===== src/rtl/train_led_pkg.sv =====
// Shared types and constants for the train LED chain.
// Optional parity bit: define TRAIN_LED_PARITY_EN.
package train_led_pkg;

  typedef enum logic {
    RECEIVE = 1'b0,
    FORWARD = 1'b1
  } mode_t;

  localparam int SYNC_PH = 2;

`ifdef TRAIN_LED_PARITY_EN
  localparam bit PARITY_EN = 1'b1;
`else
  localparam bit PARITY_EN = 1'b0;
`endif

  function automatic int frame_len(
    input int nch,
    input int pwm_w
  );
    return nch * pwm_w + (PARITY_EN ? 1 : 0);
  endfunction

endpackage


===== src/rtl/train_led_chain_if.sv =====
// Serial chain and LED bundle of one train LED node.
// master drives din, slave is the node itself.
interface train_led_chain_if #(
  parameter int NCH = 3
);

  logic           din;
  logic           dout;
  logic [NCH-1:0] led;
  logic           frame_valid;
  logic           frame_err;

  modport master (
    output din,
    input  dout,
    input  led,
    input  frame_valid,
    input  frame_err
  );

  modport slave (
    input  din,
    output dout,
    output led,
    output frame_valid,
    output frame_err
  );

endinterface


===== src/rtl/train_led_pwm_ch.sv =====
// One PWM LED channel: duty register and comparator.
// Duty only changes at counter wrap, so no partial periods.
module train_led_pwm_ch #(
  parameter int PWM_W = 4
) (
  input  logic             clk,
  input  logic             rst,
  input  logic             load,
  input  logic [PWM_W-1:0] duty_in,
  input  logic [PWM_W-1:0] cnt,
  output logic             led
);

  logic [PWM_W-1:0] duty;

  // latch new duty when the shared counter is at its top value
  always_ff @(posedge clk) begin
    if (rst) duty <= '0;
    else if (load) duty <= duty_in;
  end

  // registered comparator output
  always_ff @(posedge clk) begin
    if (rst) led <= 1'b0;
    else led <= (cnt < duty);
  end

endmodule


===== src/rtl/train_led_chain.sv =====
// Train LED node: decode pulse-width frame, drive PWM LEDs, regenerate rest.
// Optional parity bit: define TRAIN_LED_PARITY_EN.
module train_led_chain
  import train_led_pkg::*;
#(
  parameter int NCH      = 3,
  parameter int PWM_W    = 4,
  parameter int BIT_T    = 12,
  parameter int SAMPLE_T = 6,
  parameter int GAP_BITS = 8
) (
  input logic               clk,
  input logic               rst,
  train_led_chain_if.slave  bus
);

  localparam int DW      = NCH * PWM_W;
  localparam int FL      = frame_len(NCH, PWM_W);
  localparam int SR_W    = FL - 1;
  localparam int PH_W    = $clog2(BIT_T);
  localparam int GAP_LIM = GAP_BITS * BIT_T;
  localparam int GAP_W   = $clog2(GAP_LIM + 1);
  localparam int BC_W    = $clog2(FL + 1);

  localparam logic [PH_W-1:0]  PH_SYNC = PH_W'(SYNC_PH);
  localparam logic [PH_W-1:0]  PH_SAMP = PH_W'(SAMPLE_T);
  localparam logic [PH_W-1:0]  PH_FALL = PH_W'(BIT_T - 2);
  localparam logic [PH_W-1:0]  PH_LAST = PH_W'(BIT_T - 1);
  localparam logic [GAP_W-1:0] GAP_MAX = GAP_W'(GAP_LIM);
  localparam logic [BC_W-1:0]  BC_LAST = BC_W'(FL - 1);
  localparam logic [PWM_W-1:0] CNT_TOP = '1;

  mode_t            mode;
  mode_t            mode_nxt;
  logic [PH_W-1:0]  ph;
  logic [GAP_W-1:0] gap;
  logic [BC_W-1:0]  bit_cnt;
  logic [SR_W-1:0]  shift_q;
  logic [FL-1:0]    capture;
  logic [DW-1:0]    frame_in;
  logic [DW-1:0]    frame;
  logic [PWM_W-1:0] cnt;
  logic [NCH-1:0]   led;
  logic             sample;
  logic             gap_hit;
  logic             last_bit;
  logic             done;
  logic             par_bad;
  logic             accept;
  logic             pending;
  logic             load;
  logic             valid_q;
  logic             dout_q;

  assign sample   = (ph == PH_SAMP);
  assign gap_hit  = (gap == GAP_MAX);
  assign last_bit = (bit_cnt == BC_LAST);
  assign capture  = {shift_q, bus.din};
  assign frame_in = capture[FL-1 -: DW];
  assign accept   = done && !par_bad;
  assign load     = pending && (cnt == CNT_TOP);

`ifdef TRAIN_LED_PARITY_EN
  logic err_q;

  // even parity over data plus parity bit must be zero
  assign par_bad = ^capture;

  // one-cycle error pulse on a bad frame
  always_ff @(posedge clk) begin
    if (rst) err_q <= 1'b0;
    else err_q <= done && par_bad;
  end

  assign bus.frame_err = err_q;
`else
  assign par_bad       = 1'b0;
  assign bus.frame_err = 1'b0;
`endif

  // mode register
  always_ff @(posedge clk) begin
    if (rst) mode <= RECEIVE;
    else mode <= mode_nxt;
  end

  // next mode: last bit of a frame hands over, a long gap takes back
  always_comb begin
    mode_nxt = mode;
    done     = 1'b0;
    unique case (mode)
      RECEIVE: begin
        if (!gap_hit && sample && last_bit) begin
          mode_nxt = FORWARD;
          done     = 1'b1;
        end
      end
      FORWARD: begin
        if (gap_hit) mode_nxt = RECEIVE;
      end
      default: mode_nxt = RECEIVE;
    endcase
  end

  // bit phase tracker and idle gap counter
  always_ff @(posedge clk) begin
    if (rst) begin
      ph  <= '0;
      gap <= '0;
    end else begin
      if (ph < PH_SYNC) ph <= bus.din ? ph + 1'b1 : '0;
      else if (ph != PH_LAST) ph <= ph + 1'b1;
      else if (!bus.din) ph <= '0;
      if (ph > PH_SYNC) gap <= '0;
      else if (!gap_hit) gap <= gap + 1'b1;
    end
  end

  // shift in sampled bits; the final bit is taken straight from din
  always_ff @(posedge clk) begin
    if (rst) begin
      bit_cnt <= '0;
      shift_q <= '0;
    end else if (mode == RECEIVE) begin
      if (gap_hit) begin
        bit_cnt <= '0;
        shift_q <= '0;
      end else if (sample) begin
        bit_cnt <= last_bit ? '0 : bit_cnt + 1'b1;
        if (!last_bit) shift_q <= capture[SR_W-1:0];
      end
    end
  end

  // latest good frame waits here until the next counter wrap
  always_ff @(posedge clk) begin
    if (rst) begin
      frame   <= '0;
      pending <= 1'b0;
      valid_q <= 1'b0;
    end else begin
      valid_q <= accept;
      if (accept) begin
        frame   <= frame_in;
        pending <= 1'b1;
      end else if (load) begin
        pending <= 1'b0;
      end
    end
  end

  // regenerate clean pulses for downstream nodes
  always_ff @(posedge clk) begin
    if (rst || mode == RECEIVE) begin
      dout_q <= 1'b0;
    end else begin
      unique case (1'b1)
        ph == PH_SYNC: dout_q <= 1'b1;
        sample:        dout_q <= bus.din;
        ph == PH_FALL: dout_q <= 1'b0;
        default:       dout_q <= dout_q;
      endcase
    end
  end

  // shared free-running PWM counter
  always_ff @(posedge clk) begin
    if (rst) cnt <= '0;
    else cnt <= cnt + 1'b1;
  end

  for (genvar k = 0; k < NCH; k++) begin : g_ch
    train_led_pwm_ch #(
      .PWM_W(PWM_W)
    ) u_ch (
      .clk    (clk),
      .rst    (rst),
      .load   (load),
      .duty_in(frame[k*PWM_W +: PWM_W]),
      .cnt    (cnt),
      .led    (led[k])
    );
  end

  assign bus.dout        = dout_q;
  assign bus.led         = led;
  assign bus.frame_valid = valid_q;

endmodule


===== src/flat_wrapper.sv =====
// flat-port wrapper written by rule: the top's interface ports become plain ports
module train_led_chain_flat import train_led_pkg::*;
#(
  parameter int NCH      = 3,
  parameter int PWM_W    = 4,
  parameter int BIT_T    = 12,
  parameter int SAMPLE_T = 6,
  parameter int GAP_BITS = 8
)
  (clk, rst, bus_din, bus_dout, bus_led, bus_frame_valid, bus_frame_err);
  train_led_chain_if #(.NCH(NCH)) bus_i ();
  input logic clk;
  input logic rst;
  input wire logic [$bits(bus_i.din)-1:0] bus_din;
  output wire logic [$bits(bus_i.dout)-1:0] bus_dout;
  output wire logic [$bits(bus_i.led)-1:0] bus_led;
  output wire logic [$bits(bus_i.frame_valid)-1:0] bus_frame_valid;
  output wire logic [$bits(bus_i.frame_err)-1:0] bus_frame_err;
  assign bus_i.din = bus_din;
  assign bus_dout = bus_i.dout;
  assign bus_led = bus_i.led;
  assign bus_frame_valid = bus_i.frame_valid;
  assign bus_frame_err = bus_i.frame_err;
  train_led_chain #(.NCH(NCH), .PWM_W(PWM_W), .BIT_T(BIT_T), .SAMPLE_T(SAMPLE_T), .GAP_BITS(GAP_BITS)) u_core (.clk(clk), .rst(rst), .bus(bus_i));
endmodule

===== config.mk =====
export PLATFORM = sky130hd
export DESIGN_NAME = train_led_chain_flat
export DESIGN_NICKNAME = d
export VERILOG_FILES = /design/src/rtl/train_led_pkg.sv /design/src/rtl/train_led_chain_if.sv /design/src/rtl/train_led_pwm_ch.sv /design/src/rtl/train_led_chain.sv /design/src/flat_wrapper.sv
export SDC_FILE = /design/constraint.sdc
export NUM_CORES = 1
export LEC_CHECK = 0
export ABC_AREA = 1
export ABC_CLOCK_PERIOD_IN_PS = 1700
export CORE_ASPECT_RATIO = 1.1
export CORE_MARGIN = 3
export CORE_UTILIZATION = 58
export CTS_CLUSTER_DIAMETER = 200
export DETAILED_ROUTE_END_ITERATION = 8
export DONT_BUFFER_PORTS = 1
export PLACE_DENSITY = 0.81
export RECOVER_POWER = 50
export SETUP_SLACK_MARGIN = 0.2
export SYNTH_ARGS = -nofsm -noshare
export SYNTH_HDL_FRONTEND = slang
export SYNTH_SLANG_ARGS = --single-unit

===== constraint.sdc =====
create_clock -name clk -period 1.7 [get_ports clk]
set_input_delay 0.255 -clock clk [delete_from_list [all_inputs] [get_ports clk]]
set_output_delay 0.255 -clock clk [all_outputs]
set_load 0.02 [all_outputs]

==> results.txt <==
Starting DRT DRC Count - 203
dpl cells - 371
worst hold slack - -0.0203 ns
CTS sink cnt - 61
Final Hold Fails - 19
hold crit path type - in2reg
area share of the largest cell type after synthesis - 0.464
Routed WL - 6000 um
Via-to-Cell Ratio - 5.67
most instantiated cells after synthesis - dfxtp_1 (61), nand2_1 (40), nor2_1 (37)
CTS Buf Count - 9
final setup fails - 0
Power Density - 984 mW/mm^2
Nets - 367
peak supply drop - 1.21 mV
outcome - finished, violations left
worst setup margin - 0.100 ns
sequential area share after synthesis - 0.464
Async S/R FF share, synth - 0
Max Fclk - 625 MHz
Worst Path Max Fanout - 8
CTS Hold Buffers Added - 4
DP Area - 0.00265 mm^2
Yosys warning total - 0
synthesized area per cell - 8.04 um^2
WL per Instance - 14.7 um
clock period minus worst slack - 1.60 ns
Initial Utilization - 0.605
Net Switching - 0.643 mW
Critical Path RT - 1.93 ns
CTS tree - yes
Finished Cell Area - 0.00318 mm^2
number of remaining DRC errors - 0
Ports - 9
period utilization - 0.941
failing checks - hold timing
Synth Cell Area - 0.00263 mm^2
initial antenna violation count - 0
Post-synth EDFFs - 0
leakage power - 1.22 nW
clock power share - 0.475
top_reg_cell synth - dfxtp_1
Comb power frac - 0.050
Synth area leader - dfxtp_1
Final GP Congestion - 0.780
Internal - 2.49 mW
CTS HTree Levels - 3
Syn Inst Count - 327
first-pass iteration count of the detailed router - 4
Layout area overhead - 20.9%
Core Rows - 25
count of cell types in the netlist - 29
I/O Buffers - 0
Flop pwr share - 0.475
Clock Latency Late Sink - 0.34 ns
number of global-route vias before repair - 2100
Clock Pin Slew Worst Setup and Hold Paths - 0.06 ns
Setup TNS - 0 ns
die height - 76.6 um
first-pass GRT wire length - 8960 um
Max Clock Skew - 0.00578 ns
largest net degree at the start of global routing - 27
total track usage - 0.209
top post-synthesis cells by area - dfxtp_1 (46%), ha_1 (7.1%), a21oi_1 (6.7%)
diode count - 0
Max Slew Vio Count - 0
Seq cells post-synth - 61
top-count cell post-synth - dfxtp_1
Worst EP arrival - 1.83 ns
total of max-cap violations - 0
RSZ-0062 raised after global routing - true
switching power share of the total - 0.205
core area - 0.00435 mm^2
antenna-violating nets left - 0
final cell count without fillers - 407
fraction of layout cells with a size suffix above 1 - 0.195
clock buffer depth - 2
die width - 70.2 um
Post-DP HPWL - 3320 um
Setup CP Type - reg2reg
pre-CTS WS - 0.0356 ns
grt total ovfl - 0
CP endpoint kind - register
Util after Layout - 0.731
filler instances - 289
Root Buffer - clkbuf_8
DIE AREA - 0.00538 mm^2
critical path launch point type - register
post-synth net total - 345
Vias - 2306
==> worst max-delay path, stage by stage, from the launching register on <==
cell and delay, ns:
dfxtp_1 0.34, inv_1 0.13, ha_4 0.17, nand2_4 0.08, nor3_4 0.23, buf_6 0.14
buf_6 0.13, nand2_1 0.08, nand3_1 0.11, a21oi_1 0.08
==> cell usage in the layout (no fill, tap or decap), drive strengths merged, types with 4 or more instances in the layout <==
master,synthesis,final
nor3,4,4
xor2,5,5
nand2,42,43
nand3,17,18
inv,35,35
clkbuf,8,13
dfxtp,61,61
nor2,41,41
nand4,15,15
o21ai,27,27
dlygate4sd3,0,4
a21oi,35,35
ha,15,15
buf,10,20
==> through the flow <==
stage	total power [mW]	hold WS, ns
5_1_grt	3.26	-0.0458
2_1_floorplan	1.63	0.425
3_5_place_dp	1.65	0.332
3_3_place_gp	1.64	0.327
4_1_cts	3.14	-0.0376
6_report	3.13	-0.0203
==> timing repair <==
| action | 4_1_cts | 5_1_grt |
|---|---|---|
| setup buffers | 2 | 11 |
| endpoints found under the hold margin | 24 | 20 |
| setup endpoints to repair | 21 | 43 |
| gates resized for setup | 13 | 44 |
| cloned | 0 | 4 |
| pin swaps | 1 | 13 |
==> final timing paths <==
| kind | slack [ns] | startpoint | endpoint | cells past startpoint |
|---|---|---|---|---|
| setup / recovery | 0.10 | u_core.ph[0]$_SDFFE_PP0P_ | u_core.bit_cnt[2]$_SDFFE_PP0P_ | 9 |
| setup reg to reg | 0.10 | u_core.ph[0]$_SDFFE_PP0P_ | u_core.bit_cnt[2]$_SDFFE_PP0P_ | 9 |
| hold / removal | -0.02 | rst | u_core.g_ch[0].u_ch.led$_SDFF_PP0_ | 1 |
| hold reg to reg | 0.45 | u_core.g_ch[0].u_ch.duty[0]$_SDFFE_PP0P_ | u_core.g_ch[0].u_ch.duty[0]$_SDFFE_PP0P_ | 2 |
==> power groups by stage <==
stage          clock [mW]  sequential, mW  combinational, mW
2_1_floorplan           0            1.50              0.129
3_3_place_gp            0            1.52              0.119
3_5_place_dp            0            1.52              0.124
4_1_cts              1.52            1.49              0.135
5_1_grt              1.59            1.49              0.182
6_report             1.49            1.49              0.155
==> per-layer routing <==
layer  wire, um  track usage  vias to the layer above
li1           -            -                     1133
met4        233        0.115                        0
met2       3150        0.350                       81
met5          0            0                        -
met1       2360        0.228                     1066
met3        261       0.0726                       26
==> final cells by class <==
class,count,area [um^2],share of cell area
clock buffer,10,128,0.0401
tap,54,67.6,0.0213
inverter,35,131,0.0413
timing repair buffer,27,220,0.0693
multi-input combinational,215,1300,0.408
clock inverter,5,100,0.0315
sequential,61,1230,0.388
==> kinds of logic after synthesis <==
kind of cell    count (synthesis)  synth area share
compound gates                 71             0.144
fa+ha+maj                      15            0.0714
buf+inv                        53            0.0899
other cells                     1           0.00143
simple gates                  119             0.206
xor+xnor                        7            0.0233
flops                          61             0.464
==> flip-flops by register name, summed over array words and instances, names as in the netlist <==
name                    count
u_core.bus.dout             1
u_core.g_ch.u_ch.duty      12
u_core.bit_cnt              4
u_core.frame               12
u_core.pending              1
u_core.shift_q             11
u_core.bus.frame_valid      1
u_core.gap                  7
u_core.ph                   4
u_core.g_ch.u_ch.led        3
u_core.mode                 1
u_core.cnt                  4
Power figures use the tool's default switching activity.
